## src/rtl/uart_tx_pkg.sv

```systemverilog
// Shared types and constants for the 8N1 UART transmitter.
//   tx_state_t : frame sequencer states
//   DATA_BITS  : data bits per frame
//   MIN_DIV    : shortest legal bit length in clocks
package uart_tx_pkg;

    typedef enum logic [1:0] {
        IDLE,
        START,
        DATA,
        STOP
    } tx_state_t;

    localparam int DATA_BITS = 8;
    localparam int MIN_DIV   = 2;

endpackage

```

## src/rtl/sync_fifo.sv

```systemverilog
// Single-clock FIFO with a registered occupancy counter.
//   clk, reset : clock, synchronous active-high reset (empties the FIFO)
//   push       : write wr_data when not full
//   wr_data    : write data
//   pop        : drop the head entry when not empty
//   rd_data    : head entry, valid combinationally whenever not empty
//   full/empty : occupancy flags, derived from level only
//   level      : number of stored entries (0..DEPTH)
// DEPTH must be a power of two so the pointers wrap naturally.
module sync_fifo #(
    parameter int WIDTH = 8,
    parameter int DEPTH = 4
) (
    input  logic                     clk,
    input  logic                     reset,
    input  logic                     push,
    input  logic [WIDTH-1:0]         wr_data,
    input  logic                     pop,
    output logic [WIDTH-1:0]         rd_data,
    output logic                     full,
    output logic                     empty,
    output logic [$clog2(DEPTH):0]   level
);

    localparam int AW = $clog2(DEPTH);
    localparam int LW = AW + 1;

    logic [WIDTH-1:0] mem [DEPTH];
    logic [AW-1:0]    wr_ptr;
    logic [AW-1:0]    rd_ptr;
    logic             do_push;
    logic             do_pop;

    assign full    = (level == LW'(DEPTH));
    assign empty   = (level == '0);
    assign do_push = push && !full;
    assign do_pop  = pop && !empty;
    assign rd_data = mem[rd_ptr];

    always_ff @(posedge clk) begin
        if (do_push) begin
            mem[wr_ptr] <= wr_data;
        end
    end

    always_ff @(posedge clk) begin
        if (reset) begin
            wr_ptr <= '0;
            rd_ptr <= '0;
            level  <= '0;
        end else begin
            if (do_push) begin
                wr_ptr <= wr_ptr + AW'(1);
            end
            if (do_pop) begin
                rd_ptr <= rd_ptr + AW'(1);
            end
            if (do_push && !do_pop) begin
                level <= level + LW'(1);
            end else if (!do_push && do_pop) begin
                level <= level - LW'(1);
            end
        end
    end

endmodule

```

## src/rtl/uart_tx_stream.sv

```systemverilog
// 8N1 UART transmitter fed from a small byte FIFO.
//   clk, reset  : clock, synchronous active-high reset
//   cfg_div     : clocks per bit (0 and 1 behave as 2)
//   cfg_div_we  : load cfg_div into the divider register
//   in_data     : byte to send, accepted when in_valid && in_ready
//   in_valid    : in_data is valid
//   in_ready    : FIFO not full
//   ser_tx      : serial line, idle high, driven from a flop
//   busy        : frame in progress or bytes queued
//   fifo_level  : FIFO occupancy
module uart_tx_stream
    import uart_tx_pkg::*;
#(
    parameter int DEFAULT_DIV = 104,
    parameter int DIV_WIDTH   = 16,
    parameter int FIFO_DEPTH  = 4
) (
    input  logic                          clk,
    input  logic                          reset,
    input  logic [DIV_WIDTH-1:0]          cfg_div,
    input  logic                          cfg_div_we,
    input  logic [7:0]                    in_data,
    input  logic                          in_valid,
    output logic                          in_ready,
    output logic                          ser_tx,
    output logic                          busy,
    output logic [$clog2(FIFO_DEPTH):0]   fifo_level
);

    localparam int LW = $clog2(FIFO_DEPTH) + 1;

    tx_state_t            state, state_n;
    logic [DIV_WIDTH-1:0] div_reg;
    logic [DIV_WIDTH-1:0] eff_div;
    logic [DIV_WIDTH-1:0] bitlen, bitlen_n;
    logic [DIV_WIDTH-1:0] cnt, cnt_n;
    logic [2:0]           idx, idx_n;
    logic [7:0]           shift, shift_n;
    logic                 tx_n;
    logic                 load;
    logic                 push_acc;
    logic [LW-1:0]        level_n;
    logic [7:0]           fifo_rd_data;
    logic                 fifo_full;
    logic                 fifo_empty;

    sync_fifo #(
        .WIDTH (8),
        .DEPTH (FIFO_DEPTH)
    ) u_fifo (
        .clk     (clk),
        .reset   (reset),
        .push    (in_valid),
        .wr_data (in_data),
        .pop     (load),
        .rd_data (fifo_rd_data),
        .full    (fifo_full),
        .empty   (fifo_empty),
        .level   (fifo_level)
    );

    assign in_ready = !fifo_full;
    assign push_acc = in_valid && in_ready;
    assign eff_div  = (div_reg < DIV_WIDTH'(MIN_DIV)) ? DIV_WIDTH'(MIN_DIV) : div_reg;

    always_ff @(posedge clk) begin
        if (reset) begin
            div_reg <= DIV_WIDTH'(DEFAULT_DIV);
        end else if (cfg_div_we) begin
            div_reg <= cfg_div;
        end
    end

    always_ff @(posedge clk) begin
        if (reset) begin
            state  <= IDLE;
            bitlen <= DIV_WIDTH'(MIN_DIV);
            cnt    <= '0;
            idx    <= '0;
            shift  <= '0;
            ser_tx <= 1'b1;
            busy   <= 1'b0;
        end else begin
            state  <= state_n;
            bitlen <= bitlen_n;
            cnt    <= cnt_n;
            idx    <= idx_n;
            shift  <= shift_n;
            ser_tx <= tx_n;
            busy   <= (state_n != IDLE) || (level_n != '0);
        end
    end

    // FIFO occupancy after this edge, so busy lines up with state and level.
    always_comb begin
        level_n = fifo_level;
        if (push_acc && !load) begin
            level_n = fifo_level + LW'(1);
        end else if (!push_acc && load) begin
            level_n = fifo_level - LW'(1);
        end
    end

    // The line value for the next clock is computed here and registered,
    // so ser_tx changes exactly on the edge that starts each bit.
    always_comb begin
        state_n  = state;
        bitlen_n = bitlen;
        cnt_n    = cnt;
        idx_n    = idx;
        shift_n  = shift;
        tx_n     = ser_tx;
        load     = 1'b0;

        case (state)
            IDLE: begin
                tx_n = 1'b1;
                load = !fifo_empty;
            end
            START: begin
                if (cnt == '0) begin
                    state_n = DATA;
                    cnt_n   = bitlen - DIV_WIDTH'(1);
                    idx_n   = '0;
                    tx_n    = shift[0];
                end else begin
                    cnt_n = cnt - DIV_WIDTH'(1);
                end
            end
            DATA: begin
                if (cnt == '0) begin
                    cnt_n = bitlen - DIV_WIDTH'(1);
                    if (idx == 3'(DATA_BITS - 1)) begin
                        state_n = STOP;
                        tx_n    = 1'b1;
                    end else begin
                        shift_n = {1'b0, shift[7:1]};
                        idx_n   = idx + 3'd1;
                        tx_n    = shift[1];
                    end
                end else begin
                    cnt_n = cnt - DIV_WIDTH'(1);
                end
            end
            STOP: begin
                if (cnt == '0) begin
                    if (!fifo_empty) begin
                        load = 1'b1;
                    end else begin
                        state_n = IDLE;
                        tx_n    = 1'b1;
                    end
                end else begin
                    cnt_n = cnt - DIV_WIDTH'(1);
                end
            end
            default: begin
                state_n = IDLE;
                tx_n    = 1'b1;
            end
        endcase

        // Pop from IDLE or from the last STOP clock: the divider is frozen
        // into bitlen here so later cfg writes leave this frame alone.
        if (load) begin
            state_n  = START;
            shift_n  = fifo_rd_data;
            bitlen_n = eff_div;
            cnt_n    = eff_div - DIV_WIDTH'(1);
            tx_n     = 1'b0;
        end
    end

endmodule

```

## config.mk

```make
export PLATFORM = sky130hd
export DESIGN_NAME = uart_tx_stream
export DESIGN_NICKNAME = d
export VERILOG_FILES = /design/src/rtl/uart_tx_pkg.sv /design/src/rtl/sync_fifo.sv /design/src/rtl/uart_tx_stream.sv
export SDC_FILE = /design/constraint.sdc
export NUM_CORES = 1
export LEC_CHECK = 0
export BUFFER_PORTS_ARGS = -buffer_cell sky130_fd_sc_hd__buf_2
export CORE_UTILIZATION = 61
export DETAILED_ROUTE_END_ITERATION = 12
export PLACE_DENSITY = 0.86
export RECOVER_POWER = 50
export SKIP_LAST_GASP = 1
export SYNTH_ARGS = -nofsm -noshare
export SYNTH_HDL_FRONTEND = slang
export SYNTH_SLANG_ARGS = --single-unit
```

## constraint.sdc

```tcl
create_clock -name clk -period 3 [get_ports clk]
set_input_delay 0.75 -clock clk [delete_from_list [all_inputs] [get_ports clk]]
set_output_delay 0.75 -clock clk [all_outputs]
set_load 0.01 [all_outputs]
```

# Word level (Yosys, flattened, before mapping)
# Memory sizes are Yosys's and may differ from the RTL's. A register that Yosys moved wholly into a read port is not among the register bits.
# Cells that the tools add are included.
# op_classes
addsub	8
mul	0
div	0
order_cmp	1
eq_ne	14
shifts	0
muxes	38
bitwise_logic	0
reduce_logical	27
# op_table
op	count
16-bit two-way mux	4
16-bit by 1-bit subtractor with 16-bit output (second input constant)	3
8-bit two-way mux	4
16-bit one-hot mux with 2 select lines	1
3-bit two-way mux	7
16-bit zero test	1
16-bit by 2-bit less-than comparator with 1-bit output (second input constant)	1
2-bit two-way mux	8
3-bit != test (second input constant)	5
1-bit two-way mux	10
2-bit nonzero test	5
2-bit != test (second input constant)	4
4-bit AND reduction	2
3-bit by 1-bit adder with 3-bit output (second input constant)	2
3-bit equality test (second input constant)	2
1-bit logical AND	6
2-bit one-hot mux with 3 select lines	1
3-bit one-hot mux with 2 select lines	1
3-bit nonzero test	2
1-bit zero test	5
2-bit by 1-bit adder with 2-bit output (second input constant)	2
2-bit equality test (second input constant)	2
1-bit one-hot mux with 4 select lines	1
3-bit zero test	1
8 further kinds	8
# word_totals
ff_bits	70
latch_bits	0
mem_bits_rw	32
mem_bits_ro	0
output_inout_bits	6
wordCells	100
mem_count	1
# mem_list
name	depth	width	rd	rd_clocked_by_memory_dff	write_ports	line	source
u_fifo.mem	4	8	1	1	1	sync_fifo.sv:28	logic [WIDTH-1:0] mem [DEPTH];

# Logic depth before layout (Yosys ltp)
# logic_depth
word_depth	9
mapped_depth	13

# Modules after synthesis
# Synthesis repeated with hierarchy kept, for this count alone.
# hier_totals
cells_unflattened	566
hier_area_um2	5447.7
# by_module_without_submodules
module	instances	cells_per_inst	area_per_inst_um2	seq_area_each_um2
uart_tx_stream	1	476	3827.4	1261.2
sync_fifo	1	90	1620.3	1141.1

# Worst setup path before layout
# Ideal clock, no wire load.
# synth_timing
path_kind	reg2reg
startpoint	reg cnt[2]
endpoint	reg u_fifo.level[2]
setup_ns	0.070
arrival_time_ns	2.499
t_required_ns	2.930
setup_slack_ns	0.430
stages_incl_launch_ff	11
n_path_buf	3
period_less_slack_ns	2.570
cell_sequence	dfxtp_1 buf_2 nor4_4 nand4_2 o21ai_2 inv_2 buf_2 buf_2 ha_1 or3_1 a21oi_1
# synth_between
elab_chain_len	7
elab_cells_between_ends	9
cone_classes	mux (3); reduce/logical (6)
# synth_rtl
element	line	source
start, declared	uart_tx_stream.sv:36	logic [DIV_WIDTH-1:0] cnt, cnt_n;
start signal, assigned	uart_tx_stream.sv:86	cnt <= cnt_n;
16-bit zero test (*)	uart_tx_stream.sv:146	if (cnt == '0) begin
1-bit two-way mux (*)	uart_tx_stream.sv:146	
1-bit one-hot mux with 2 select lines (*)	uart_tx_stream.sv:115	case (state)
1-bit logical AND (*)	sync_fifo.sv:37	assign do_pop = pop && !empty;
1-bit zero test	sync_fifo.sv:58	if (do_push && !do_pop) begin
1-bit logical AND	sync_fifo.sv:58	
3-bit two-way mux or 2-bit nonzero test (tied branches)	n/a	
end signal, assigned	sync_fifo.sv:59	level <= level + LW'(1);
end signal, assigned	sync_fifo.sv:61	level <= level - LW'(1);
end, declared	sync_fifo.sv:22	output logic [$clog2(DEPTH):0] level
# Mark *: on every way between the ends. The rest lies on a longest branch, timed or not.
# A chain may end at the register's enable or synchronous reset.

# Worst setup path in the final report
# layout_timing
startpoint	reg div_reg[2]
endpoint	reg cnt[14]
# layout_between
elab_chain_len	4
# layout_rtl
element	line	source
start, declared	uart_tx_stream.sv:33	logic [DIV_WIDTH-1:0] div_reg;
start signal, assigned	uart_tx_stream.sv:68	div_reg <= DIV_WIDTH'(DEFAULT_DIV);
start signal, assigned	uart_tx_stream.sv:70	div_reg <= cfg_div;
16-bit by 2-bit less-than comparator with 1-bit output	uart_tx_stream.sv:64	assign eff_div = (div_reg < DIV_WIDTH'(MIN_DIV)) ? DIV_WIDTH'(MIN_DIV) : div_reg;
16-bit two-way mux (*)	uart_tx_stream.sv:64	
16-bit by 1-bit subtractor with 16-bit output (*)	uart_tx_stream.sv:169	cnt_n = eff_div - DIV_WIDTH'(1);
16-bit two-way mux (*)	uart_tx_stream.sv:165	if (load) begin
# Marks and branches as above.

==> results.txt <==
The power after layout is 5.499 mW, and the worst path required time is 3.27 ns. The logs give 19,510 microns for the global-route wire length before repair and 0.36 ns for the clock insertion delay at the later pin of the skew report. In this run, synthesis inferred 32 flip-flops with an integrated enable. Hold is met by 0.4881 ns.

Derived from the worst setup path, the maximum achievable clock frequency is 374.8 MHz. 0 antenna diodes ended up in the layout. STA classifies the critical path startpoint as a flop.

The tools report the half-perimeter wire length of the detailed placement result as 8101 microns. The tree built by TritonCTS fans out to 104 sinks. The cell area that synthesis handed to floorplanning was 5360 sq um. For this run, asynchronously set or reset flops after synthesis account for 0%.

For this block, the initial DRC count from the detailed router was 456. Endpoint type of the worst setup path: a flop. Counting the fill cells in the layout gives 615. The run gives 0 as the number of violations of the max-capacitance limit. The initial antenna violation count is 0. The tools report the final number of setup-violating endpoints as 0. The detail-routed net length per standard cell is 17.44 microns, and the cell count after synthesis is 559. The tools report the synthesis warning total as 0. The slew of the pin with the lowest slew margin was 0.9826 ns; the total routing usage reported by global routing was 27.59%. The run gives 5 as the first-pass iteration count of the detailed router. The worst IR drop on VDD is 540.9 uV. The buffer cell driving the clock tree root is clkbuf_8. The floorplan step defined a die boundary enclosing 9166 sq um. The worst hold path belongs to the class reg2reg. In this run the power density over the cells is 954.4 nW/um^2. The tools report the final wirelength as 12,000 microns. Measured against its own limit, the worst slew margin works out to 34.49%. Setup repair after global routing left no endpoint under its margin.

The weighted congestion at the end of routability-driven global placement was 0.9514; the area taken by flip-flops and latches was 2402 sq um. The portion of the clock cycle consumed by the worst path in the final layout works out to 88.93%. The final number of max-transition violations was 0. The tools report the pin count of the biggest net entering global routing as 49. The most used flip-flop cell after synthesis is dfxtp_1. Detailed routing inserted a total of 4,429 vias. The kind of critical path is reg2reg. The arrival time at the worst endpoint came out at 2.93 ns. Timing analysis after detailed placement gives a worst setup slack of 0.4107 ns. Summing all multi-input logic gate instances after layout gives 2766 sq um. Ranked by flip-flop count, first place goes to u_fifo.mem. The total negative slack for setup checks is 0 ns.

The floorplan step set the die width to 95.74 microns. During placement, the flow inserted port buffers numbering 33. For this run, the post-layout net count is 624. TritonCTS built the clock tree.

Once the floorplan was initialized, standard cells occupied 64.27% of the core. In the final layout, the share of cells above drive strength 1 is 11.66%. Summed over all layers, the global routing overflow is 0. The number of clock buffers added by TritonCTS is 9. Post-CTS timing repair inserted 0 buffers for setup.

When the netlist entered floorplanning its net count stood at 605. Counting along the longest clock path gives a buffer depth of 2. Mean cell area of the mapped netlist: 9.589 sq um. The hold violation total from the final report is 0, and the clock edge transition at the registers on the reported setup and hold paths is 0.10 ns. In the routed design, unresolved DRC markers number 0. After synthesis, flip-flops and latches occupy 44.82% of the total area. The register bit count reported by yosys came out at 104. In this run the vertical extent of the chip is 95.74 microns.

Once layout is complete, the utilization of the core stands at 69.08%. Dividing the detail-routed via count by the number of cells gives 6.438. The H-tree generated during clock tree synthesis spans 3 levels. Core footprint: 8341 sq um. The number of global-route vias before repair is 4,086. The time the worst path needs with I/O delays and setup came out at 2.668 ns. The detail route stage leaves a number of antenna-violating nets equal to 0. The number of hold buffers added after CTS was 0. Along the worst path, the maximum fanout reaches 6. Across the routed clock network, the largest skew measured is 0.009224 ns.

The final worst-path setup slack is 0.3322 ns. The run gives 33 as the floorplan row count. The register with the most flip-flops in the layout has 32 of them. 34 I/O pins were placed.

The cell leakage power came out at 2.088 nW. The run finished with clean final reports. The synthesis-to-layout area growth was 7.493%; the number of instances resized during post-cts repair was 0. The tools report the count of different cell masters after synthesis as 60.
[placed cells by master, fill, tap and decap left out, drive strengths merged, types with 8 or more instances in the layout]
master and instances:
or3 9, xor2 15, nor2 69, dfxtp 72, nand3 9, nand4 9, nor3 16, edfxtp 32
nor4 13, clkbuf 22, a21oi 39, a211oi 13, ha 18, mux4 8, buf 27, nand2 55
o21ai 17, inv 17, a22oi 9, mux2i 24, xnor2 14
[power by group]
group | leakage (nW) | internal (mW) | switching [mW]
clock network | 0.102 | 0.396 | 0.499
registers | 0.885 | 1.75 | 0.323
logic | 1.10 | 0.988 | 1.54
[path summary, 6_finish.rpt]
| path | startpoint | end | depth (start not counted) | slack (ns) |
|---|---|---|---|---|
| min reg2reg | bitlen[15] | bitlen[15] | 2 | 0.49 |
| min | bitlen[15] | bitlen[15] | 2 | 0.49 |
| max reg2reg | div_reg[2] | cnt[14] | 10 | 0.33 |
| max | div_reg[2] | cnt[14] | 10 | 0.33 |
[metal layers]
metal | global-route usage, % | vias up | routed length, microns
met1 | 38.25 | 2105 | 5147
met2 | 44.46 | 212 | 5813
li1 | - | 2082 | -
met3 | 4.423 | 30 | 832
met5 | 0 | - | 0
met4 | 8.706 | 0 | 204
[cells by family (layout without fill, tap and decap cells)]
logic type,count (synthesis),in the layout,share of synthesized area [%]
adders and majority gates,18,18,4.202
xor gates and xnor gates,29,29,4.739
buffers and inverters,45,69,3.571
and+or+nand+nor,214,214,20.33
AOI/OAI and AO/OA,116,116,14.29
DFF,104,104,44.82
muxes,33,33,8.053
[synthesized netlist by cell type (3+ instances only)]
master	instances	area [sq um]
nand4b_1	3	26.28
nor4_1	9	56.30
ha_1	18	225.2
inv_1	12	45.04
nor2b_1	5	31.28
nor2_1	68	255.2
a211o_1	4	35.03
o21ai_0	14	70.07
edfxtp_1	32	960.9
nand2_1	54	202.7
o221ai_1	5	43.79
dfxtp_1	72	1441
or3_1	9	56.30
buf_1	4	15.01
xor2_1	15	131.4
or4_1	4	30.03
nand4_1	8	50.05
nor3b_1	5	37.54
o21a_1	4	30.03
and3_1	5	31.28
buf_2	12	60.06
mux4_2	8	180.2
a32oi_1	3	26.28
a31oi_1	3	18.77
a311oi_1	4	35.03
a211oi_1	12	90.09
nand3b_1	4	30.03
xnor2_1	14	122.6
a21oi_1	39	195.2
clkbuf_1	15	56.30
nor3_1	16	80.08
mux2i_1	24	240.2
a22oi_1	9	67.56
nand3_1	9	45.04
[area by class of cell]
class,count,area share (%)
clock buffers,9,2.150
clock inverters,7,1.303
inverters,13,0.8469
multi-input cells,410,48.01
flip-flops and latches,104,41.69
well taps,105,2.280
repair buffers,40,3.713
[per-stage QoR]
stage / cells / instance area, sq um
3_5_place_dp: 672 / 5579
6_report: 688 / 5762
4_1_cts: 688 / 5778
5_1_grt: 688 / 5762
3_3_place_gp: 672 / 5579
2_1_floorplan: 559 / 5360
[worst max-delay path, cell delays in order, from the launching register on]
cell,delay (ns)
dfxtp_1,0.37
nor4_1,0.28
buf_4,0.18
nand4_1,0.18
o21ai_0,0.34
ha_1,0.28
nand3_1,0.17
nor4_1,0.29
xor2_1,0.18
nor2_1,0.06
a311oi_1,0.24
Note: power is estimated with default switching activity, not from simulation.
